## config.mk

```make
export PLATFORM = sky130hd
export DESIGN_NAME = product_accumulator_flat
export DESIGN_NICKNAME = d
export VERILOG_FILES = /design/src/rtl/mult_acc_pkg.sv /design/src/rtl/product_accumulator_if.sv /design/src/rtl/acc_out_hold.sv /design/src/rtl/product_accumulator.sv /design/src/flat_wrapper.sv
export SDC_FILE = /design/constraint.sdc
export NUM_CORES = 1
export LEC_CHECK = 0
export ABC_CLOCK_PERIOD_IN_PS = 5600
export CAP_MARGIN = 20
export CORE_ASPECT_RATIO = 1.25
export CORE_MARGIN = 2
export CORE_UTILIZATION = 35
export CTS_CLUSTER_SIZE = 24
export DETAILED_ROUTE_END_ITERATION = 10
export GPL_ROUTABILITY_DRIVEN = 0
export PLACE_DENSITY = 0.61
export SLEW_MARGIN = 5
export SYNTH_ARGS = -nofsm -noshare
export SYNTH_HDL_FRONTEND = slang
export SYNTH_SLANG_ARGS = --single-unit
```

## constraint.sdc

```tcl
create_clock -name clk -period 5.6 [get_ports clk]
set_clock_uncertainty 0.2 [all_clocks]
set_input_delay 1.12 -clock clk [delete_from_list [all_inputs] [get_ports clk]]
set_output_delay 1.12 -clock clk [all_outputs]
set_load 0.02 [all_outputs]
```

## src/rtl/mult_acc_pkg.sv

```systemverilog
// Shared constants, state encoding and width helper for the product accumulator
// and the multiplier that feeds it.
package mult_acc_pkg;

    localparam int unsigned FRAME_LEN_DEF = 16;
    localparam int unsigned ACC_W_DEF     = 72;
    localparam int unsigned DIN_W         = 64;

    typedef enum logic {
        ST_IDLE = 1'b0,
        ST_ACC  = 1'b1
    } acc_state_e;

    // Bits needed to hold values 0..v-1 (minimum 1).
    function automatic int unsigned clog2(input int unsigned v);
        int unsigned r;
        r = 0;
        while ((64'd1 << r) < 64'(v)) begin
            r = r + 1;
        end
        return (r == 0) ? 1 : r;
    endfunction

endpackage

```

## src/rtl/product_accumulator_if.sv

```systemverilog
// Product input stream, abort, and result handshake of the product accumulator.
interface product_accumulator_if
    import mult_acc_pkg::*;
#(
    parameter int unsigned ACC_W = ACC_W_DEF
);
    logic [DIN_W-1:0] din;
    logic             din_vld;
    logic             acc_clr;
    logic [ACC_W-1:0] dout;
    logic             dout_vld;
    logic             dout_rdy;
    logic             busy;
    logic             err_ovf;

    modport master (
        output din, din_vld, acc_clr, dout_rdy,
        input  dout, dout_vld, busy, err_ovf
    );

    modport slave (
        input  din, din_vld, acc_clr, dout_rdy,
        output dout, dout_vld, busy, err_ovf
    );
endinterface

```

## src/rtl/acc_out_hold.sv

```systemverilog
// One-deep result holding register with valid/ready handshake and a sticky
// flag for results overwritten before they were accepted.
module acc_out_hold #(
    parameter int unsigned W = 72
) (
    input  logic         clk,
    input  logic         rst,
    input  logic         load_i,
    input  logic [W-1:0] sum_i,
    input  logic         rdy_i,
    output logic [W-1:0] dout_o,
    output logic         vld_o,
    output logic         err_ovf_o
);

    logic [W-1:0] dout_q, dout_d;
    logic         vld_q, vld_d;
    logic         err_q, err_d;

    always_ff @(posedge clk) begin
        if (rst) begin
            dout_q <= '0;
            vld_q  <= 1'b0;
            err_q  <= 1'b0;
        end else begin
            dout_q <= dout_d;
            vld_q  <= vld_d;
            err_q  <= err_d;
        end
    end

    // A new sum always wins; it is an overflow only if the old one is still unaccepted.
    always_comb begin
        dout_d = dout_q;
        vld_d  = vld_q;
        err_d  = err_q;
        if (load_i) begin
            dout_d = sum_i;
            vld_d  = 1'b1;
            if (vld_q && !rdy_i) begin
                err_d = 1'b1;
            end
        end else if (vld_q && rdy_i) begin
            vld_d = 1'b0;
        end
    end

    assign dout_o    = dout_q;
    assign vld_o     = vld_q;
    assign err_ovf_o = err_q;

endmodule

```

## src/rtl/product_accumulator.sv

```systemverilog
// Sums FRAME_LEN unsigned 64-bit products per frame and hands each frame sum
// to a one-deep output register; accumulation never stalls on the output.
module product_accumulator
    import mult_acc_pkg::*;
#(
    parameter int unsigned FRAME_LEN = FRAME_LEN_DEF,
    parameter int unsigned ACC_W     = ACC_W_DEF
) (
    input  logic clk,
    input  logic rst,
    product_accumulator_if.slave bus
);

    localparam int unsigned CNT_W = clog2(FRAME_LEN);

    acc_state_e       state_q, state_d;
    logic [ACC_W-1:0] acc_q, acc_d;
    logic [CNT_W-1:0] cnt_q, cnt_d;
    logic             busy_q;
    logic [ACC_W-1:0] sum_c;
    logic             done_c;

    always_ff @(posedge clk) begin
        if (rst) begin
            state_q <= ST_IDLE;
            acc_q   <= '0;
            cnt_q   <= '0;
            busy_q  <= 1'b0;
        end else begin
            state_q <= state_d;
            acc_q   <= acc_d;
            cnt_q   <= cnt_d;
            busy_q  <= (state_d == ST_ACC);
        end
    end

    assign sum_c = acc_q + ACC_W'(bus.din);

    // Abort beats everything, including a beat arriving in the same cycle.
    always_comb begin
        state_d = state_q;
        acc_d   = acc_q;
        cnt_d   = cnt_q;
        done_c  = 1'b0;
        if (bus.acc_clr) begin
            state_d = ST_IDLE;
            acc_d   = '0;
            cnt_d   = '0;
        end else if (bus.din_vld) begin
            case (state_q)
                ST_IDLE: begin
                    acc_d   = ACC_W'(bus.din);
                    cnt_d   = CNT_W'(1);
                    state_d = ST_ACC;
                end
                ST_ACC: begin
                    if (cnt_q == CNT_W'(FRAME_LEN - 1)) begin
                        done_c  = 1'b1;
                        acc_d   = '0;
                        cnt_d   = '0;
                        state_d = ST_IDLE;
                    end else begin
                        acc_d = sum_c;
                        cnt_d = cnt_q + CNT_W'(1);
                    end
                end
                default: state_d = ST_IDLE;
            endcase
        end
    end

    acc_out_hold #(
        .W(ACC_W)
    ) u_out_hold (
        .clk       (clk),
        .rst       (rst),
        .load_i    (done_c),
        .sum_i     (sum_c),
        .rdy_i     (bus.dout_rdy),
        .dout_o    (bus.dout),
        .vld_o     (bus.dout_vld),
        .err_ovf_o (bus.err_ovf)
    );

    assign bus.busy = busy_q;

endmodule

```

## src/flat_wrapper.sv

```systemverilog
// flat-port wrapper written by rule: the top's interface ports become plain ports
module product_accumulator_flat import mult_acc_pkg::*;
#(
    parameter int unsigned FRAME_LEN = FRAME_LEN_DEF,
    parameter int unsigned ACC_W     = ACC_W_DEF
)
  (clk, rst, bus_din, bus_din_vld, bus_acc_clr, bus_dout_rdy, bus_dout, bus_dout_vld, bus_busy, bus_err_ovf);
  product_accumulator_if #(.ACC_W(ACC_W)) bus_i ();
  input  logic clk;
  input  logic rst;
  input wire logic [$bits(bus_i.din)-1:0] bus_din;
  input wire logic [$bits(bus_i.din_vld)-1:0] bus_din_vld;
  input wire logic [$bits(bus_i.acc_clr)-1:0] bus_acc_clr;
  input wire logic [$bits(bus_i.dout_rdy)-1:0] bus_dout_rdy;
  output wire logic [$bits(bus_i.dout)-1:0] bus_dout;
  output wire logic [$bits(bus_i.dout_vld)-1:0] bus_dout_vld;
  output wire logic [$bits(bus_i.busy)-1:0] bus_busy;
  output wire logic [$bits(bus_i.err_ovf)-1:0] bus_err_ovf;
  assign bus_i.din = bus_din;
  assign bus_i.din_vld = bus_din_vld;
  assign bus_i.acc_clr = bus_acc_clr;
  assign bus_i.dout_rdy = bus_dout_rdy;
  assign bus_dout = bus_i.dout;
  assign bus_dout_vld = bus_i.dout_vld;
  assign bus_busy = bus_i.busy;
  assign bus_err_ovf = bus_i.err_ovf;
  product_accumulator #(.FRAME_LEN(FRAME_LEN), .ACC_W(ACC_W)) u_core (.clk(clk), .rst(rst), .bus(bus_i));
endmodule
```

==> results <==
- The post-route clock period utilization is 81.8%.
- The critical path is of the in -> reg type.
- The first-pass GRT wire length is 50800 um.
- The total number of vias is 9976.
- For this design the ratio of total power to cell area is 251 nW/um^2.
- The number of different library cells used by synthesis comes to 63.
- The measured slew at the worst slew-check pin is 0.877 ns.
- The number of setup violations in the final report is 0.
- The die covers 29400 um^2.
- Setup repair after global routing left no endpoint under its margin.
- Synthesis handed over a netlist of 1302 instances.
- The synthesized design contains 0 enable-type register cells.
- The worst-case clock buffer depth is 2.
- The placement-stage worst setup slack is 0.537 ns.
- The family with the most delay on the worst path is compound AO/OA/AOI/OAI gates.
- When the netlist entered floorplanning its net count stood at 1437.
- STA puts the critical path data required time at 5.69 ns.
- The shortest clock period the worst path allows after layout is 4.58 ns.
- The die outline height is 191 um.
- Of the post-synthesis cell area, the dominant cell type holds 30.8%.
- The kind of capture point of the worst setup path is a flop.
- During synthesis, Yosys emitted a total of 0 warnings.
- The post-synthesis area per instance is 7.53 um^2.
- The most frequent cell after synthesis is nand2_1.
- The leakage power is 4.59 nW.
- The final hold violation count is 0.
- Walking the worst path, the cells encountered are clkdlybuf4s50_1 > ha_1 > fa_1 > a21o_1 > a221o_1 > a31oi_2 > o2111ai_1 > a31oi_2 > o21ai_1 > a221oi_1 > xnor2_1 > a22oi_1 > a21oi_1.
- The post-synthesis sequential area ratio is 30.8%.
- The number of storage elements in the synthesis netlist is 151.
- The cell that appears most often on the critical path is a31oi_2.
- The net count of the finished layout is 1524.
- In the final layout, the share of cells above drive strength 1 is 4.99%.
- The path class of the tightest hold or removal check is reg -> reg.
- STA classifies the critical path startpoint as a primary input.
- The number of global-route vias before repair is 9558.
- The clock tree synthesis step divided the H-tree into 4 levels.
- The most instantiated flip-flop cell in the synthesis netlist is dfxtp_1.
- The total congestion overflow after global routing is 0.
- The cell at the root of the clock tree is clkbuf_16.
- The run finished with clean final reports.
- After detailed routing, the average wire length per cell comes to 18.3 um.
- In this run, post-CTS hold repair placed 0 buffers.
- Before antenna repair, the detailed router went through 6 iterations.
- The clock latency at the later pin of the worst-skew pair is 0.45 ns.
- After detailed routing, the total wire length is 32000 um.
- The repair_antennas step left the layout with diodes totalling 0.
- The floorplan step defined a core boundary enclosing 27600 um^2.
- The max-slew violation count is 0.
- Entering global routing, the biggest net connects 84 pins.
- In this run, post-CTS repair resized a total of 0 instances.
- The growth of design area from synthesis to finish is 24.0%.
- The number of buffers created by CTS is 17.
- The cell area that synthesis handed to floorplanning was 9800 um^2.
- In the routed design, unresolved DRC markers number 0.
- The number of placed instances, taps included, is 1720.
- For this design, the slowest cell found on the critical path is clkdlybuf4s50_1.
- In this run, the number of DRC markers left after iteration 0 of detailed routing was 701.
- Data on the critical path arrives at its endpoint at 4.67 ns.
- The number of rows created at floorplan is 68.
- During placement, the flow inserted port buffers numbering 143.
- After detailed routing, the number of vias per cell comes to 5.69.
- Counting instances in the post-synthesis netlist gives the leading cell types as nand2_1, a21oi_1, dfxtp_1.
- After the flow finishes, the layout carries non-filler instances totaling 1752.
- After clock tree synthesis, the clock-pin slew on the worst setup and hold paths is 0.07 ns.
- Of all cell types, the one taking the most synthesized area is dfxtp_1.
- Detailed placement finished with a half-perimeter wire length of 22800 um.
- The top-level I/O count is 144.
- The TritonCTS clock tree is done.
- The final sum of negative setup slack is 0 ns.
- The peak ir drop on the vdd network is 0.203 mV.
- The highest net fanout along the worst path is 4.
- In the global route stage, overall resource usage came out at 21.5%.
- The async set-or-reset flop fraction in the synthesized netlist is 0%.
- The max-cap check violation count is 0.
- The highest clock frequency the design can meet is 0.218 GHz.
- Setup slack on the critical path of the routed design comes to 1.02 ns.
- The starting density of the core is 35.6%.
- The number of antenna violations at the first check in global routing is 0.
- By area the synthesized netlist is led by dfxtp_1, a21oi_1, ha_1.
- The worst max-slew margin expressed relative to the limit is 41.6%.
- The tree built by TritonCTS fans out to 151 sinks.
- The count of buffers added by post-CTS timing repair for setup is 0.
- The horizontal die dimension is 154 um.
- The largest incremental delay on the critical path is 0.44 ns.
- The post-detailed-route count of antenna-violating nets is 0.
- The number of buffer and inverter instances along the worst setup path is 1.
## cell usage in the layout (no fill, tap or decap), types with 7 or more instances in the layout
master,instances
or4_1,7
ha_1,65
nand3_1,25
and3_1,12
nand4_1,17
a22oi_1,24
inv_1,20
nor3_1,37
xnor2_1,34
o31ai_1,9
nand2_1,202
o21ai_1,8
o21bai_1,12
clkdlybuf4s50_1,141
a211oi_1,16
xor2_1,30
dfxtp_1,151
a21oi_1,179
buf_4,13
a221oi_1,35
o211ai_1,11
a21o_1,32
bufinv_16,7
nor2_1,109
a31oi_1,12
o21ai_0,76
clkbuf_16,17
or3_1,8
## logic make-up (layout without fill, tap and decap cells)
logic type	count (synthesis)	count (layout)	synth area share, %
flops	151	151	30.8
compound gates	457	457	30.1
simple gates	453	453	20.6
buf+inv	111	211	4.25
fa+ha+maj	66	66	8.50
xor+xnor	64	64	5.72
## registers in the layout (all words and copies together), names as in the netlist
signal and count:
u_core.acc_q 72, u_core.cnt_q 4, u_core.state_q 1, u_core.u_out_hold.dout_o 72, u_core.u_out_hold.err_ovf_o 1, u_core.u_out_hold.vld_o 1
## worst reg2reg max path, stage by stage, from the launching register on
cell	delay, ns
dfxtp_1	0.31
ha_1	0.22
fa_1	0.41
a21o_1	0.19
a221o_1	0.34
a31oi_2	0.33
o2111ai_1	0.30
a31oi_2	0.39
o21ai_1	0.18
a221oi_1	0.35
xnor2_1	0.12
a22oi_1	0.16
a21oi_1	0.08
## metrics by stage
stage	cell area (um^2)	utilization [%]	hold WS (ns)	power, W
detailed placement	11500	41.5	0.247	0.00167
floorplan	9800	-	0.238	0.00149
finish	12200	44.1	0.252	0.00305
CTS	12200	44.1	0.256	0.00307
global placement	11400	41.5	0.241	0.00166
global route	12200	44.1	0.268	0.00317
## routing by layer
metal / vias to the layer above / track usage (%) / part of all wire (%)
met3: 55 / 3.47 / 5.2
met5: - / 0 / 0
li1: 4917 / - / -
met1: 4698 / 25.9 / 42
met2: 306 / 38.8 / 50
met4: 0 / 7.52 / 2.5
## layout make-up
class,instances,area (um^2)
fill,2790,15400
sequential,151,3020
clock buffer,17,425
timing repair buffer,157,1530
multi-input combinational,1040,6380
inverter,22,82.6
clock inverter,15,277
tap,350,438
## power by group
group,internal (W),total [W],switching [W]
Sequential,0.00109,0.00111,0.0000135
Clock,0.000883,0.00140,0.000516
Combinational,0.000207,0.000542,0.000335
## final timing paths
path / from / to / slack (ns) / cells after the start
worst max-delay path: bus_din[0] / u_core.acc_q[48] / 1.02 / 13
worst min-delay path: u_core.u_out_hold.dout_o[55] / u_core.u_out_hold.dout_o[55] / 0.25 / 2
worst max register to register: u_core.acc_q[0] / u_core.acc_q[48] / 1.86 / 12
worst min register to register: u_core.u_out_hold.dout_o[55] / u_core.u_out_hold.dout_o[55] / 0.25 / 2
No activity file was read; power rests on OpenSTA's default activity.
==> variant 1, RTL diff (config.mk and constraints unchanged) <==
`DIN_W`: 64 -> 56.
--- a/src/rtl/mult_acc_pkg.sv
+++ b/src/rtl/mult_acc_pkg.sv
@@ -6,3 +6,3 @@
     localparam int unsigned ACC_W_DEF     = 72;
-    localparam int unsigned DIN_W         = 64;
+    localparam int unsigned DIN_W         = 56;
 
Ports: changed (resized bus_din); port bits go from 144 to 136. No check against the original RTL was run, so the function may have changed too.
==> variant 1 against the unedited design <==
Sequential cell count unchanged. Setup slack gained 110 ps. Utilization decreased by 0.81 points. Critical path depth is the same. Wire length down 7.7%. Cell count down 0.34%. Combinational power shrank 8.9%. Design area fell by 1.5%. Power decreased by 8.1%. Area after synthesis increased by 0.50%. Global-route usage fell by 1.3 points.
==> variant 1: results (changes against the unedited design) <==
* Status: finished, final reports clean
* Mapped Nets at 1425 (-0.84%)
* Synth Area in Compound Gates at 28.3% (-1.8 points)
* Worst-path fanout max at 3 (-1)
* Met2 Wirelength at 14.6 mm (-8.7%)
* Filler cells at 2782 (-0.29%)
* Area share of fa/ha/maj cells after synthesis at 7.44% (-1.1 points)
* Xor/xnor share of the synthesized area at 5.69% (-0.028 points)
* Relative slew slack at 27.2% (-14 points)
* Pre-antenna DRT Iters at 5 (-1)
* Final #Nets at 1502 (-1.4%)
* Post-synthesis sequential area ratio at 30.7% (-0.15 points)
* Vias in the first global route at 9287 (-2.8%)
* Layout cells sized above 1 at 5.73% (+0.74 points)
* CTS H-tree depth at 4 (unchanged)
* List of most frequent post-synthesis cells: a21oi_1, nand2_1, dfxtp_1
* GR Util met2 at 35.9% (-2.8 points)
* Synth top area cells: dfxtp_1, a21oi_1, ha_1
* Via/cell ratio at 5.46 (-4.1%)
* Met3 usage at 2.93% (-0.54 points)
* Leak at 4.38 nW (-4.6%)
* First-pass GRT wire length at 48.2 mm (-5.0%)
* Met1 WL at 13.2 mm (-2.5%)
* Peak VDD IR at 182 uV (-11%)
* Synthesis warning total at 0 (unchanged)
* Most frequent cell after synthesis: a21oi_1
* Placed Instance Area at 11400 sq um (-0.81%)
* Largest net degree at the start of global routing at 91 (+8.3%)
* Initial drt markers at 477 (-32%)
* Pre-CTS setup slack at 692 ps (+154 ps)
* Synth cell types at 79 (+25%)
* Met1 usage at 25.3% (-0.62 points)
* Met3 WL at 1.14 mm (-31%)
* Hold depth at 2 (unchanged)
* DP Wirelength at 21.1 mm (-7.5%)
* Multiplexer area fraction after synthesis at 0.406% (+0.41 points)
* All-Layer GR Usage at 20.2% (-1.3 points)
* # Post-CTS Setup Buffers at 0 (unchanged)
==> variant 1: cell types whose count changed in the layout (fill, tap and decap cells not counted), sizes merged, moves of 20 or more <==
cell,unedited run,this run
a211oi,16,40
a21oi,179,199
a221oi,36,9
nand2,202,178
nor2b,4,48
==> variant 1: path summary, 6_finish.rpt <==
path / slack [ps] / startpoint / endpoint
worst max-delay path: 1140 / bus_din[0] / u_core.u_out_hold.dout_o[52]
worst min-delay path: 250 / u_core.u_out_hold.dout_o[56] / u_core.u_out_hold.dout_o[56]
worst max register to register: 1960 / u_core.acc_q[0] / u_core.u_out_hold.dout_o[52]
worst min register to register: 250 / u_core.u_out_hold.dout_o[56] / u_core.u_out_hold.dout_o[56]
==> variant 1: metrics by stage <==
step                power, mW  hold slack, ps  std cells  utilization [%]
floorplan                1.47             243       1306                -
global placement         1.61             241       1714             41.1
detailed placement       1.62             246       1714             41.1
CTS                      2.83             255       1746             43.3
global route             2.92             276       1746             43.3
finish                   2.80             251       1746             43.3
==> variant 1: power breakdown <==
group | switching [mW] | internal, mW
clock network | 0.509 | 0.697
logic | 0.304 | 0.190
registers | 0.0103 | 1.09
==> variant 1: layout make-up <==
cell class,instances,area [sq um],share of cell area [%]
multi-input combinational,1045,6390,53.4
sequential,151,3020,25.3
timing repair buffer,145,1420,11.9
clock buffer,20,467,3.90
tap,350,438,3.66
clock inverter,12,140,1.17
inverter,23,86.3,0.721
==> variant 1: logic make-up after synthesis <==
kind of cell               after synthesis
muxes                                    4
adders and majority gates               58
and+or+nand+nor                        471
buffers and inverters                  110
DFF                                    151
xor gates and xnor gates                64
AOI/OAI and AO/OA                      448
==> variant 2, RTL diff (config.mk and constraints unchanged) <==
Without the edit above. Reset style: asynchronous (`rst`), changed in 2 clocked blocks.
--- a/src/rtl/acc_out_hold.sv
+++ b/src/rtl/acc_out_hold.sv
@@ -19,3 +19,3 @@
 
-    always_ff @(posedge clk) begin
+    always_ff @(posedge clk or posedge rst) begin
         if (rst) begin
--- a/src/rtl/product_accumulator.sv
+++ b/src/rtl/product_accumulator.sv
@@ -22,3 +22,3 @@
 
-    always_ff @(posedge clk) begin
+    always_ff @(posedge clk or posedge rst) begin
         if (rst) begin
Behaviour: differs if rst is asserted again (counterexample within 4 cycles, from zero or initial values and one cycle with rst high); with rst held inactive, the same outputs for 10 cycles.
==> variant 2 against the unedited design <==
Combinational power is 55% higher. Utilization is 0.38 points higher. Synthesized cell count is 11% lower. Wire length is 7.0% lower. Power is 7.1% higher. Setup slack worse by 160 ps. Sequential cell count stayed put. Design area is 1.5% higher. Area after synthesis is 1.3% higher. Cell count is 6.8% lower. Largest power group unchanged.
==> variant 2: results (changes against the unedited design) <==
* Status: finished, final reports clean
* Worst slew pin tran at 681 ps (-195 ps)
* Initial antenna violation count at 0 (unchanged)
* Synthesis warning total at 0 (unchanged)
* Worst-skew pair later-pin latency at 430 ps (-20 ps)
* Final WL at 29.8 mm (-7.0%)
* Critical Path Sink: u_core.acc_q[70]
* IO buf count at 143 (unchanged)
* DP Wirelength at 21.6 mm (-5.2%)
* Post-synthesis sequential area ratio at 38.1% (+7.2 points)
* CTS H-tree depth at 4 (unchanged)
* Largest net degree at the start of global routing at 107 (+27%)
* Post-synth ARST share at 100% (+100 points)
* Worst-path fanout max at 7 (+3)
* Peak VDD IR at 202 uV (-0.57%)
* Via/cell ratio at 5.57 (-2.2%)
* Initial drt markers at 798 (+14%)
* Post-cts resize count at 0 (unchanged)
* List of most frequent post-synthesis cells: nand2_1, dfrtp_1, o21ai_0
* Num CTS Buffers at 17 (unchanged)
* Mapped Nets at 1299 (-9.6%)
* Layout cells sized above 1 at 5.38% (+0.39 points)
* CP max stage delay at 510 ps (+70 ps)
* Vias in the first global route at 9204 (-3.7%)
* R2R Path End: u_core.acc_q[71]
* Worst-path clk slew at 60 ps
* First-pass GRT wire length at 48.3 mm (-4.9%)
* Reg2Reg Setup Slack at 1700 ps (-160 ps)
* Reg2Reg Launch Point: u_core.acc_q[25]
* Clock Tree Buf Depth at 2 (unchanged)
* CP max stage cell: clkdlybuf4s50_1
* Pre-antenna DRT Iters at 6 (unchanged)
* All-Layer GR Usage at 20.5% (-1.1 points)
* Synth top area cells: dfrtp_1, ha_1, nand2_1
* Post-CTS Hold Fix Bufs at 0 (unchanged)
* Filler cells at 2756 (-1.2%)
* Leak at 5.74 nW (+25%)
* Antenna cells at 0 (unchanged)
* Worst Path Arrival at 4850 ps (+180 ps)
* Hold Path Class: register to register
* # Post-CTS Setup Buffers at 0 (unchanged)
* Synth cell types at 67 (+6.3%)
* Final #Nets at 1405 (-7.8%)
* CP startpoint: bus_din[0]
* Total gr overflow at 0 (unchanged)
## variant 2: worst max-delay path, delay by kind of cell
kind,cells,cell delay [ps]
AND/OR/NAND/NOR,3,540
adder cells (fa/ha/maj),2,620
AO/OA/AOI/OAI,8,2000
buffers and inverters,2,580
## variant 2: cell families after synthesis
family                   count (synthesis)  synth area share [%]
flip-flops                             151                  38.1
AND/OR/NAND/NOR                        373                  16.6
buffers and inverters                  120                  4.69
XOR/XNOR                                69                  6.09
AO/OA/AOI/OAI                          380                  25.7
multiplexers                             5                 0.542
adder cells (fa/ha/maj)                 66                  8.39
## variant 2: report_power, final
part           internal, mW  switching [mW]  leakage [nW]
clock network         0.774           0.492         0.305
registers              1.13          0.0274          2.06
logic                 0.323           0.515          3.37
## variant 2: area by class of cell
type,count,area share [%]
Timing Repair Buffer,158,12.8
Clock buffer,22,3.76
Inverter,49,1.53
Sequential cell,151,30.6
Multi-Input combinational cell,893,46.3
Tap cell,350,3.55
Clock inverter,10,1.36
## variant 2: worst min-delay path by stage
stage / start / end / slack (ps) / depth (start not counted)
2_1_floorplan: u_core.acc_q[0] / u_core.acc_q[0] / 280 / 2
5_1_grt: u_core.u_out_hold.dout_o[70] / u_core.u_out_hold.dout_o[70] / 290 / 2
4_1_cts: u_core.u_out_hold.err_ovf_o / u_core.u_out_hold.err_ovf_o / 280 / 1
6_report: u_core.u_out_hold.dout_o[0] / u_core.u_out_hold.dout_o[0] / 270 / 2
3_5_place_dp: u_core.u_out_hold.dout_o[30] / u_core.u_out_hold.dout_o[30] / 260 / 2
3_3_place_gp: u_core.u_out_hold.err_ovf_o / u_core.u_out_hold.err_ovf_o / 250 / 1
## variant 2: per-layer routing
layer	GRT usage, %	part of all wire, %	vias to the layer above
met5	0	0	-
met4	6.52	2.1	0
met3	2.54	3.9	42
met2	36.3	49	260
met1	25.9	45	4397
li1	-	-	4398
## variant 2: per-stage QoR
stage	cell area [sq um]	worst slack (ps)	instances	total power [mW]
finish	12300	864	1633	3.27
global route	12300	555	1633	3.43
CTS	12300	881	1631	3.28
detailed placement	11600	453	1599	2.01
global placement	11600	573	1599	2.00
floorplan	9930	215	1164	1.76
